[src/rtl/program_loader_if.sv]
// rtl/program_loader_if.sv - byte-stream load, program fetch and status signals of the program loader
interface program_loader_if #(
    parameter int N = 2,
    parameter int W = 8
);
    logic         load_start;
    logic         in_valid;
    logic [W-1:0] in_data;
    logic         in_ready;
    logic [N-1:0] addr;
    logic [W-1:0] instruction;
    logic         cpu_rst;
    logic         busy;
    logic         done;
    logic         error;

    modport master (
        output load_start, in_valid, in_data, addr,
        input  in_ready, instruction, cpu_rst, busy, done, error
    );

    modport slave (
        input  load_start, in_valid, in_data, addr,
        output in_ready, instruction, cpu_rst, busy, done, error
    );
endinterface

[src/rtl/program_loader.sv]
// rtl/program_loader.sv - writable program store loaded over a byte stream and verified by an XOR checksum
module program_loader #(
    parameter int N = 2,
    parameter int W = 8
) (
    input  logic           clk,
    input  logic           rst,
    program_loader_if.slave bus
);
    localparam int DEPTH = 1 << N;

    localparam logic [2:0] IDLE  = 3'd0;
    localparam logic [2:0] LOAD  = 3'd1;
    localparam logic [2:0] CHECK = 3'd2;
    localparam logic [2:0] RUN   = 3'd3;
    localparam logic [2:0] ERR   = 3'd4;

    localparam logic [N:0] LAST_WP = (N+1)'(DEPTH - 1);
    localparam logic [N:0] WP_ONE  = (N+1)'(1);

    logic [2:0]   state;
    logic [W-1:0] mem [DEPTH];
    logic [N:0]   wp;
    logic [W-1:0] csum;
    logic         done_q;
    logic         xfer;

    // A restart request blocks the byte presented in the same cycle.
    assign bus.in_ready = ((state == LOAD) || (state == CHECK)) && !bus.load_start;
    assign xfer         = bus.in_valid && bus.in_ready;

    assign bus.busy        = (state == LOAD) || (state == CHECK);
    assign bus.cpu_rst     = (state != RUN);
    assign bus.error       = (state == ERR);
    assign bus.done        = done_q;
    // An unverified image is never visible to the processor.
    assign bus.instruction = (state == RUN) ? mem[bus.addr] : '0;

    always_ff @(posedge clk) begin
        if (rst) begin
            state  <= IDLE;
            wp     <= '0;
            csum   <= '0;
            done_q <= 1'b0;
            for (int i = 0; i < DEPTH; i++) begin
                mem[i] <= '0;
            end
        end else begin
            done_q <= 1'b0;
            if (bus.load_start) begin
                state <= LOAD;
                wp    <= '0;
                csum  <= '0;
            end else begin
                case (state)
                    LOAD: begin
                        if (xfer) begin
                            mem[wp[N-1:0]] <= bus.in_data;
                            csum           <= csum ^ bus.in_data;
                            wp             <= wp + WP_ONE;
                            if (wp == LAST_WP) begin
                                state <= CHECK;
                            end
                        end
                    end
                    CHECK: begin
                        if (xfer) begin
                            if (bus.in_data == csum) begin
                                state  <= RUN;
                                done_q <= 1'b1;
                            end else begin
                                state <= ERR;
                            end
                        end
                    end
                    default: ;
                endcase
            end
        end
    end
endmodule

[src/flat_wrapper.sv]
// flat-port wrapper written by rule: the top's interface ports become plain ports
module program_loader_flat 
#(
    parameter int N = 2,
    parameter int W = 8
)
  (clk, rst, bus_load_start, bus_in_valid, bus_in_data, bus_addr, bus_in_ready, bus_instruction, bus_cpu_rst, bus_busy, bus_done, bus_error);
  program_loader_if #(.N(N), .W(W)) bus_i ();
  input  logic clk;
  input  logic rst;
  input wire logic [$bits(bus_i.load_start)-1:0] bus_load_start;
  input wire logic [$bits(bus_i.in_valid)-1:0] bus_in_valid;
  input wire logic [$bits(bus_i.in_data)-1:0] bus_in_data;
  input wire logic [$bits(bus_i.addr)-1:0] bus_addr;
  output wire logic [$bits(bus_i.in_ready)-1:0] bus_in_ready;
  output wire logic [$bits(bus_i.instruction)-1:0] bus_instruction;
  output wire logic [$bits(bus_i.cpu_rst)-1:0] bus_cpu_rst;
  output wire logic [$bits(bus_i.busy)-1:0] bus_busy;
  output wire logic [$bits(bus_i.done)-1:0] bus_done;
  output wire logic [$bits(bus_i.error)-1:0] bus_error;
  assign bus_i.load_start = bus_load_start;
  assign bus_i.in_valid = bus_in_valid;
  assign bus_i.in_data = bus_in_data;
  assign bus_i.addr = bus_addr;
  assign bus_in_ready = bus_i.in_ready;
  assign bus_instruction = bus_i.instruction;
  assign bus_cpu_rst = bus_i.cpu_rst;
  assign bus_busy = bus_i.busy;
  assign bus_done = bus_i.done;
  assign bus_error = bus_i.error;
  program_loader #(.N(N), .W(W)) u_core (.clk(clk), .rst(rst), .bus(bus_i));
endmodule
[config.mk]
export PLATFORM = sky130hd
export DESIGN_NAME = program_loader_flat
export DESIGN_NICKNAME = d
export VERILOG_FILES = /design/src/rtl/program_loader_if.sv /design/src/rtl/program_loader.sv /design/src/flat_wrapper.sv
export SDC_FILE = /design/constraint.sdc
export NUM_CORES = 1
export LEC_CHECK = 0
export ABC_AREA = 0
export BUFFER_PORTS_ARGS = -buffer_cell sky130_fd_sc_hd__buf_2
export CORE_MARGIN = 4
export CORE_UTILIZATION = 55
export DETAILED_ROUTE_END_ITERATION = 10
export PLACE_DENSITY = 0.84
export SETUP_SLACK_MARGIN = 0.5
export SYNTH_ARGS = -nofsm -noshare
export SYNTH_HDL_FRONTEND = slang
export SYNTH_SLANG_ARGS = --single-unit
[constraint.sdc]
create_clock -name clk -period 3.38 [get_ports clk]
set_input_delay 0.676 -clock clk [delete_from_list [all_inputs] [get_ports clk]]
set_output_delay 0.676 -clock clk [all_outputs]
set_load 0.02 [all_outputs]
## Word level (Yosys, flattened, before mapping)

Memories as Yosys holds them, arrays and structs flattened.
Cells that the tools add are included.

| cells by class | value |
|---|---|
| $add $sub $neg | 1 |
| eq/ne operators | 13 |
| multiplexer cells | 18 |
| bitwise operators | 3 |
| reduce and logical (&&, ||, !) cells | 12 |

Operators by type and width:

| kind | number |
|---|---|
| $mux 8 | 2 |
| $mux 3 | 4 |
| $mux 1 | 10 |
| $eq 3x2->1 const B | 3 |
| $ne 3x2->1 const B | 3 |
| $eq 8x8->1 | 1 |
| $reduce_and 4->1 | 2 |
| $reduce_or 8->1 | 1 |
| $xor 8x8->8 | 1 |
| $pmux 3 s2 | 1 |
| $ne 2x1->1 const B | 2 |
| $reduce_or 4->1 | 1 |
| $add 3x1->3 const B | 1 |
| $eq 3x1->1 const B | 1 |
| $eq 3x3->1 const B | 1 |
| $ne 3x3->1 const B | 1 |
| $reduce_bool 3->1 | 1 |
| $logic_and 1x1->1 | 2 |
| $mux 2 | 1 |
| $ne 2x2->1 const B | 1 |
| $not 1->1 | 2 |
| $reduce_and 2->1 | 1 |
| $reduce_bool 2->1 | 1 |
| $reduce_or 2->1 | 1 |
| other kinds (2) | 2 |

| storage, ports and cells | value |
|---|---|
| flip-flop bits (word level) | 15 |
| memory bits (writable) | 32 |
| output and inout port bits | 13 |
| memories kept | 1 |

Memory list:

| name | depth | width | read ports | clocked after Yosys merged registers in | write ports | line | text |
|---|---|---|---|---|---|---|---|
| u_core.mem | 4 | 8 | 1 | 0 | 4 | program_loader.sv:22 | `logic [W-1:0] mem [DEPTH];` |

## Logic depth before layout (Yosys ltp)

Gate-level depths: netlist (run 1).

| logic depth | value |
|---|---|
| depth in word-level cells | 11 |
| gate-level depth with buffers | 6 |
| gate-level depth less buffers | 5 |

## Worst setup path before layout (run 1)

No wires, ideal clock.

| timing path | value |
|---|---|
| path kind | in2out |
| from | input bus_addr[0] |
| to | output bus_instruction[0] |
| arrival time | 1.613 ns |
| slack | 1.091 ns |
| stages | 3 |
| buffers on the path | 1 |
| cell sequence | buf_2 > mux4_2 > nor2b_1 |

| on the way | value |
|---|---|
| longest elaborated chain between the ends | 2 |

RTL lines:

| element | line | text |
|---|---|---|
| start: declaration | flat_wrapper.sv:14 | `input wire logic [$bits(bus_i.addr)-1:0] bus_addr;` |
| $mem_v2 4x8 | - |  |
| $mux 8 | program_loader.sv:37 | `assign bus.instruction = (state == RUN) ? mem[bus.addr] : '0;` |
| end: declaration | flat_wrapper.sv:16 | `output wire logic [$bits(bus_i.instruction)-1:0] bus_instruction;` |

No other way between the ends.

## Worst setup path after layout (run 1)

Ends and elaborated chain as after synthesis.

==> results of run 1 <==
kinds of logic (layout without fill, tap and decap cells):
group	Yosys count	in the layout	share of synthesized area
multiplexers	9	9	0.0856
XOR/XNOR	18	18	0.0710
buffers and inverters	10	38	0.0220
adder cells (fa/ha/maj)	2	2	0.0113
flip-flops	47	47	0.568
AO/OA/AOI/OAI	8	8	0.0254
AND/OR/NAND/NOR	82	82	0.217
synth_stat cells (3+ instances only):
| cell type | n | share of area |
|---|---|---|
| and2_1 | 26 | 0.073 |
| clkbuf_1 | 4 | 0.0068 |
| nand3_1 | 8 | 0.018 |
| nor2_1 | 13 | 0.022 |
| xor2_1 | 16 | 0.063 |
| dfxtp_1 | 15 | 0.14 |
| edfxtp_1 | 32 | 0.43 |
| mux4_2 | 8 | 0.081 |
| nand2_1 | 4 | 0.0068 |
| and3_1 | 8 | 0.023 |
| nor2b_1 | 8 | 0.023 |
| buf_2 | 3 | 0.0068 |
power by group through the flow:
stage / Clock (mW) / Combinational (mW) / Sequential, mW
global placement: 0 / 0.0767 / 0.649
floorplan: 0 / 0.0529 / 0.647
detailed placement: 0 / 0.0809 / 0.651
CTS: 0.486 / 0.0812 / 0.637
global route: 0.507 / 0.0878 / 0.639
finish: 0.477 / 0.0805 / 0.637
worst paths after layout:
| check | from | slack (ns) | end |
|---|---|---|---|
| setup / recovery | bus_addr[0] | 0.91 | bus_instruction[0] |
| setup reg to reg | u_core.state[1] | 0.98 | u_core.mem[1][0] |
| hold / removal | u_core.wp[2] | 0.52 | u_core.wp[2] |
| hold reg to reg | u_core.wp[2] | 0.52 | u_core.wp[2] |
worst register-to-register path, delay by kind of cell (launching register included):
family | cells | cell delay [ns]
buffers and inverters | 1 | 0.22
and+or+nand+nor | 4 | 1.46
DFF | 1 | 0.37
per-layer routing:
layer  vias to the layer above  share of wire  track usage  routed length, microns
met3                         7          0.066       0.0505                     282
met4                         0          0.013       0.0585                      58
met5                         -              0            0                       0
li1                        682              -            -                       -
met1                       712           0.37        0.200                    1610
met2                        42           0.55        0.346                    2350
through the flow:
step	cells	cell area (sq um)
after floorplan	176	2220
after global placement	244	2380
after detailed placement	244	2380
after CTS	252	2520
after global routing	252	2520
final	252	2520
final cells by class:
class | instances | area share
tap | 48 | 0.0239
multi-input combinational | 119 | 0.362
timing repair buffer | 28 | 0.0577
clock inverter | 2 | 0.0239
clock buffer | 6 | 0.0288
sequential | 47 | 0.501
inverter | 2 | 0.00298
flip-flops by register name, summed over array words and instances (netlist names):
name             cells
u_core.bus.done      1
u_core.csum          8
u_core.mem          32
u_core.state         3
u_core.wp            3
==> metrics.cfg, run 1 <==
[clock_network]
cts_root_buffer = clkbuf_8
cts_buffers = 5
cts.sinks = 47
cts-htree-levels = 2
clk_pin_slew_ns = 0.08
cts_tree = done
clock_latency_ns = 0.30
max-clock-path-buffers = 2
postCtsHoldBufs = 0
cts_resized = 0
post-cts-setup-buffer-count = 0

[grt]
grt_start_max_net_pins = 21
grt_pass1_vias = 1493
antenna_found_initial = 0
grt_pass1_wl_microns = 7090
grt_overflow = 0
track_usage = 0.185

[synth]
synth.avg_cell_area_sq_um = 12.6
ys.flop_type = edfxtp_1
syn_area_sq_um = 2220
ys_warn_count = 0
synth_seq_cells = 47
yosysUniqueCellTypes = 35
netlist_instances = 176
ys_seq_area_frac = 0.568
synthArstFlopShare = 0
synth_edf_count = 32
synth_nets = 192

[flow_run]
cap_violations = 0

[worst_setup_path]
cpLargestDelayFamily = multiplexers
cp_cell_sequence = buf_2 > mux4_2 > nor2b_1 > buf_2
r2r_cells = 5
critPathLaunchType = primary input
cp_common_cell = buf_2
crit_fanout = 8
path_class = in -> out
max_stage_delay_ns = 0.55
critPathBufInv = 2
critical_path_required_ns = 2.70
cp.depth = 4
end_kind = primary output
crit_slowest_cell = mux4_2
worstPathArrival_ns = 1.80

[detailed_routing]
drtIter0Drc = 69
routed_wl_microns = 4300
wl_per_cell_microns = 17.1
ant_nets = 0
dr.pass1.iters = 4
drc_errors = 0
dr_total_vias = 1443
vias_per_cell = 5.73

[sta]
holdWs_ns = 0.524
fin_crit_ns = 2.47
hold_viol = 0
worstMarginPinSlew_ns = 0.868
grt_setup_unrepaired = no
fin_tns_setup_ns = 0
setup_viol = 0
maxSlewViolCount = 0
slew_headroom = 0.420
clock.fmax_ghz = 0.405
fin_crit_sh = 0.731
clock_skew_ns = 0.00798
fin_ws_ns = 0.908

[final_layout]
layout.nets = 219
drive_gt1_frac = 0.230
insertedDiodeCount = 0
fillers = 275
layout_common_cells = edfxtp_1 (32), and2_1 (26), buf_2 (26), xor2_1 (16), dfxtp_1 (15)
final_core_util = 0.668
multi_input_area_sq_um = 911
seq_area_sq_um = 1260
final_common_cell = edfxtp_1
area_delta_synth_final_pct = 13.4

[pwr]
seq_power_share = 0.533
power_switching_mw = 0.235
p_comb_frac = 0.067
power_frac_clock = 0.399
switching_share = 0.197
finalPower_mw = 1.19
p_per_area_nw_per_um2 = 474
power_leakage_nw = 1.02
irDropWorstVdd_mv = 0.260
intPower_mw = 0.960

[placement]
gp_congestion = 0.757
place_ws_ns = 0.677
portBuffers = 26
dp_hpwl_microns = 3080

[outcome]
outcome = finished clean

[floorplanning]
core_area_sq_um = 3770
rows = 22
io_pins = 27
start_util = 0.589
die_h_microns = 71.5
die_area_sq_um = 5120
die_x_microns = 71.5

[worst_hold_path]
hold_class = reg -> reg
hold_path_depth = 2

Note: power is estimated with default switching activity, not from simulation.
==> run 2: changes to the inputs <==
- clock period: 3.38 -> 2.28 ns (I/O delays scaled with it)
==> metrics.cfg, run 2 (synthesis results as in run 1) <==
[outcome]
outcome = finished clean  ; unchanged

[clock_network]
cts-htree-levels = 2  ; unchanged
max-clock-path-buffers = 2  ; unchanged
cts_buffers = 5  ; unchanged
cts_tree = done  ; unchanged
clock_latency_ns = 0.30  ; about the same
postCtsHoldBufs = 0  ; unchanged
cts_root_buffer = clkbuf_8  ; unchanged
cts.sinks = 47  ; unchanged
clk_pin_slew_ns = 0.08  ; about the same

[worst_setup_path]
end_kind = primary output  ; unchanged
cp_cell_sequence = mux4_2 > nor2b_4 > buf_6  ; was buf_2 > mux4_2 > nor2b_1 > buf_2
crit_slowest_cell = mux4_2  ; unchanged
worstPathArrival_ns = 1.48  ; was 1.80 ns
crit_fanout = 1  ; was 8
path_class = reg -> out  ; was in -> out
max_stage_delay_ns = 0.50  ; was 0.55 ns
critPathLaunchType = register  ; was primary input
critical_path_required_ns = 1.82  ; was 2.70 ns

[sta]
clock.fmax_ghz = 0.518
hold_viol = 0  ; unchanged
slew_headroom = 0.681  ; was 0.420
setup_viol = 0  ; unchanged
fin_ws_ns = 0.349  ; was 0.908 ns
fin_crit_ns = 1.93
worstMarginPinSlew_ns = 0.472  ; was 0.868 ns
clock_skew_ns = 0.0108  ; was 0.00798 ns
maxSlewViolCount = 0  ; unchanged
holdWs_ns = 0.409  ; was 0.524 ns
fin_crit_sh = 0.847
fin_tns_setup_ns = 0  ; unchanged
grt_setup_unrepaired = yes  ; was no

[worst_hold_path]
hold_class = in -> reg  ; was reg -> reg

[floorplanning]
rows = 22  ; unchanged
io_pins = 27  ; unchanged
core_area_sq_um = 3770  ; unchanged
start_util = 0.589  ; unchanged
die_h_microns = 71.5  ; unchanged
die_x_microns = 71.5  ; unchanged
die_area_sq_um = 5120  ; unchanged

[grt]
grt_pass1_wl_microns = 7300  ; was 7090 microns
track_usage = 0.192  ; was 0.185
grt_start_max_net_pins = 20  ; was 21
grt_overflow = 0  ; unchanged
antenna_found_initial = 0  ; unchanged
grt_pass1_vias = 1512  ; was 1493

[detailed_routing]
dr_total_vias = 1444  ; was 1443
ant_nets = 0  ; unchanged
vias_per_cell = 5.64  ; was 5.73
drtIter0Drc = 107  ; was 69
drc_errors = 0  ; unchanged
dr.pass1.iters = 4  ; unchanged
wl_per_cell_microns = 17.0  ; was 17.1 microns
routed_wl_microns = 4350  ; was 4300 microns

[flow_run]
cap_violations = 0  ; unchanged

[final_layout]
layout_common_cells = edfxtp_1 (32), and2_1 (25), buf_2 (21), xor2_1 (16)  ; was edfxtp_1 (32), and2_1 (26), buf_2 (26), xor2_1 (16), dfxtp_1 (15)
insertedDiodeCount = 0  ; unchanged
drive_gt1_frac = 0.279  ; was 0.230
seq_area_sq_um = 1260  ; about the same
area_delta_synth_final_pct = 16.2  ; was 13.4%
layout.nets = 223  ; was 219
largestRegisters = u_core.mem: 32 flops, u_core.csum: 8 flops  ; unchanged
final_common_cell = edfxtp_1  ; unchanged
final_core_util = 0.684  ; was 0.668
top_register = u_core.mem  ; unchanged
fillers = 272  ; was 275
multi_input_area_sq_um = 941  ; was 911 sq um
largest_register_ffs = 32  ; unchanged

[pwr]
p_per_area_nw_per_um2 = 642  ; was 474 nW/um^2
power_leakage_nw = 1.04  ; was 1.02 nW
irDropWorstVdd_mv = 0.520  ; was 0.260 mV

[placement]
dp_hpwl_microns = 3240  ; was 3080 microns
portBuffers = 26  ; unchanged
gp_congestion = 0.785  ; was 0.757
place_ws_ns = 0.227  ; was 0.677 ns

==> run 2: worst max-delay path: cells and delay by family (launching register included) <==
family | cells | cell delay, ns
flops | 1 | 0.41
simple gates | 1 | 0.14
mux | 1 | 0.50
buf+inv | 1 | 0.12
==> run 2: metal layers <==
layer,GRT usage,share of wire
met4,0.0668,0.014
met5,0,0
met2,0.331,0.52
met3,0.0505,0.057
met1,0.234,0.41
==> run 2: path summary, 6_finish.rpt <==
kind,slack [ns],to,cells after the start,from
worst min-delay path,0.41,u_core.bus.done,2,bus_load_start
worst max register to register,0.55,u_core.mem[1][0],4,u_core.state[0]
worst max-delay path,0.35,bus_instruction[5],3,u_core.mem[3][5]
worst min register to register,0.52,u_core.wp[2],2,u_core.wp[2]
==> run 2: final cells by class <==
cell class	instances	area share
multi-input cells	119	0.365
repair buffers	32	0.0785
clock inverters	1	0.0116
clock buffers	7	0.0296
flip-flops and latches	47	0.490
inverters	2	0.00291
well taps	48	0.0233
==> run 2: where the power goes <==
part,internal [mW],total (mW),switching (mW),leakage [nW]
combinational,0.0589,0.128,0.0690,0.531
sequential,0.933,0.945,0.0120,0.452
clock,0.328,0.584,0.257,0.0524
total,1.32,1.66,0.338,1.04
==> run 2: what timing repair did <==
action | CTS | global route
gates resized for setup | 7 | 11
setup buffers | 1 | 0
pin swaps | 0 | 0
endpoints found under the setup margin | 17 | 25
==> run 2: per-stage QoR <==
| stage | area [sq um] | total power [mW] | std cells |
|---|---|---|---|
| after floorplan | 2230 | 1.04 | 176 |
| after global placement | 2410 | 1.08 | 247 |
| after detailed placement | 2410 | 1.09 | 247 |
| after CTS | 2550 | 1.66 | 256 |
| after global routing | 2580 | 1.72 | 256 |
| final | 2580 | 1.66 | 256 |
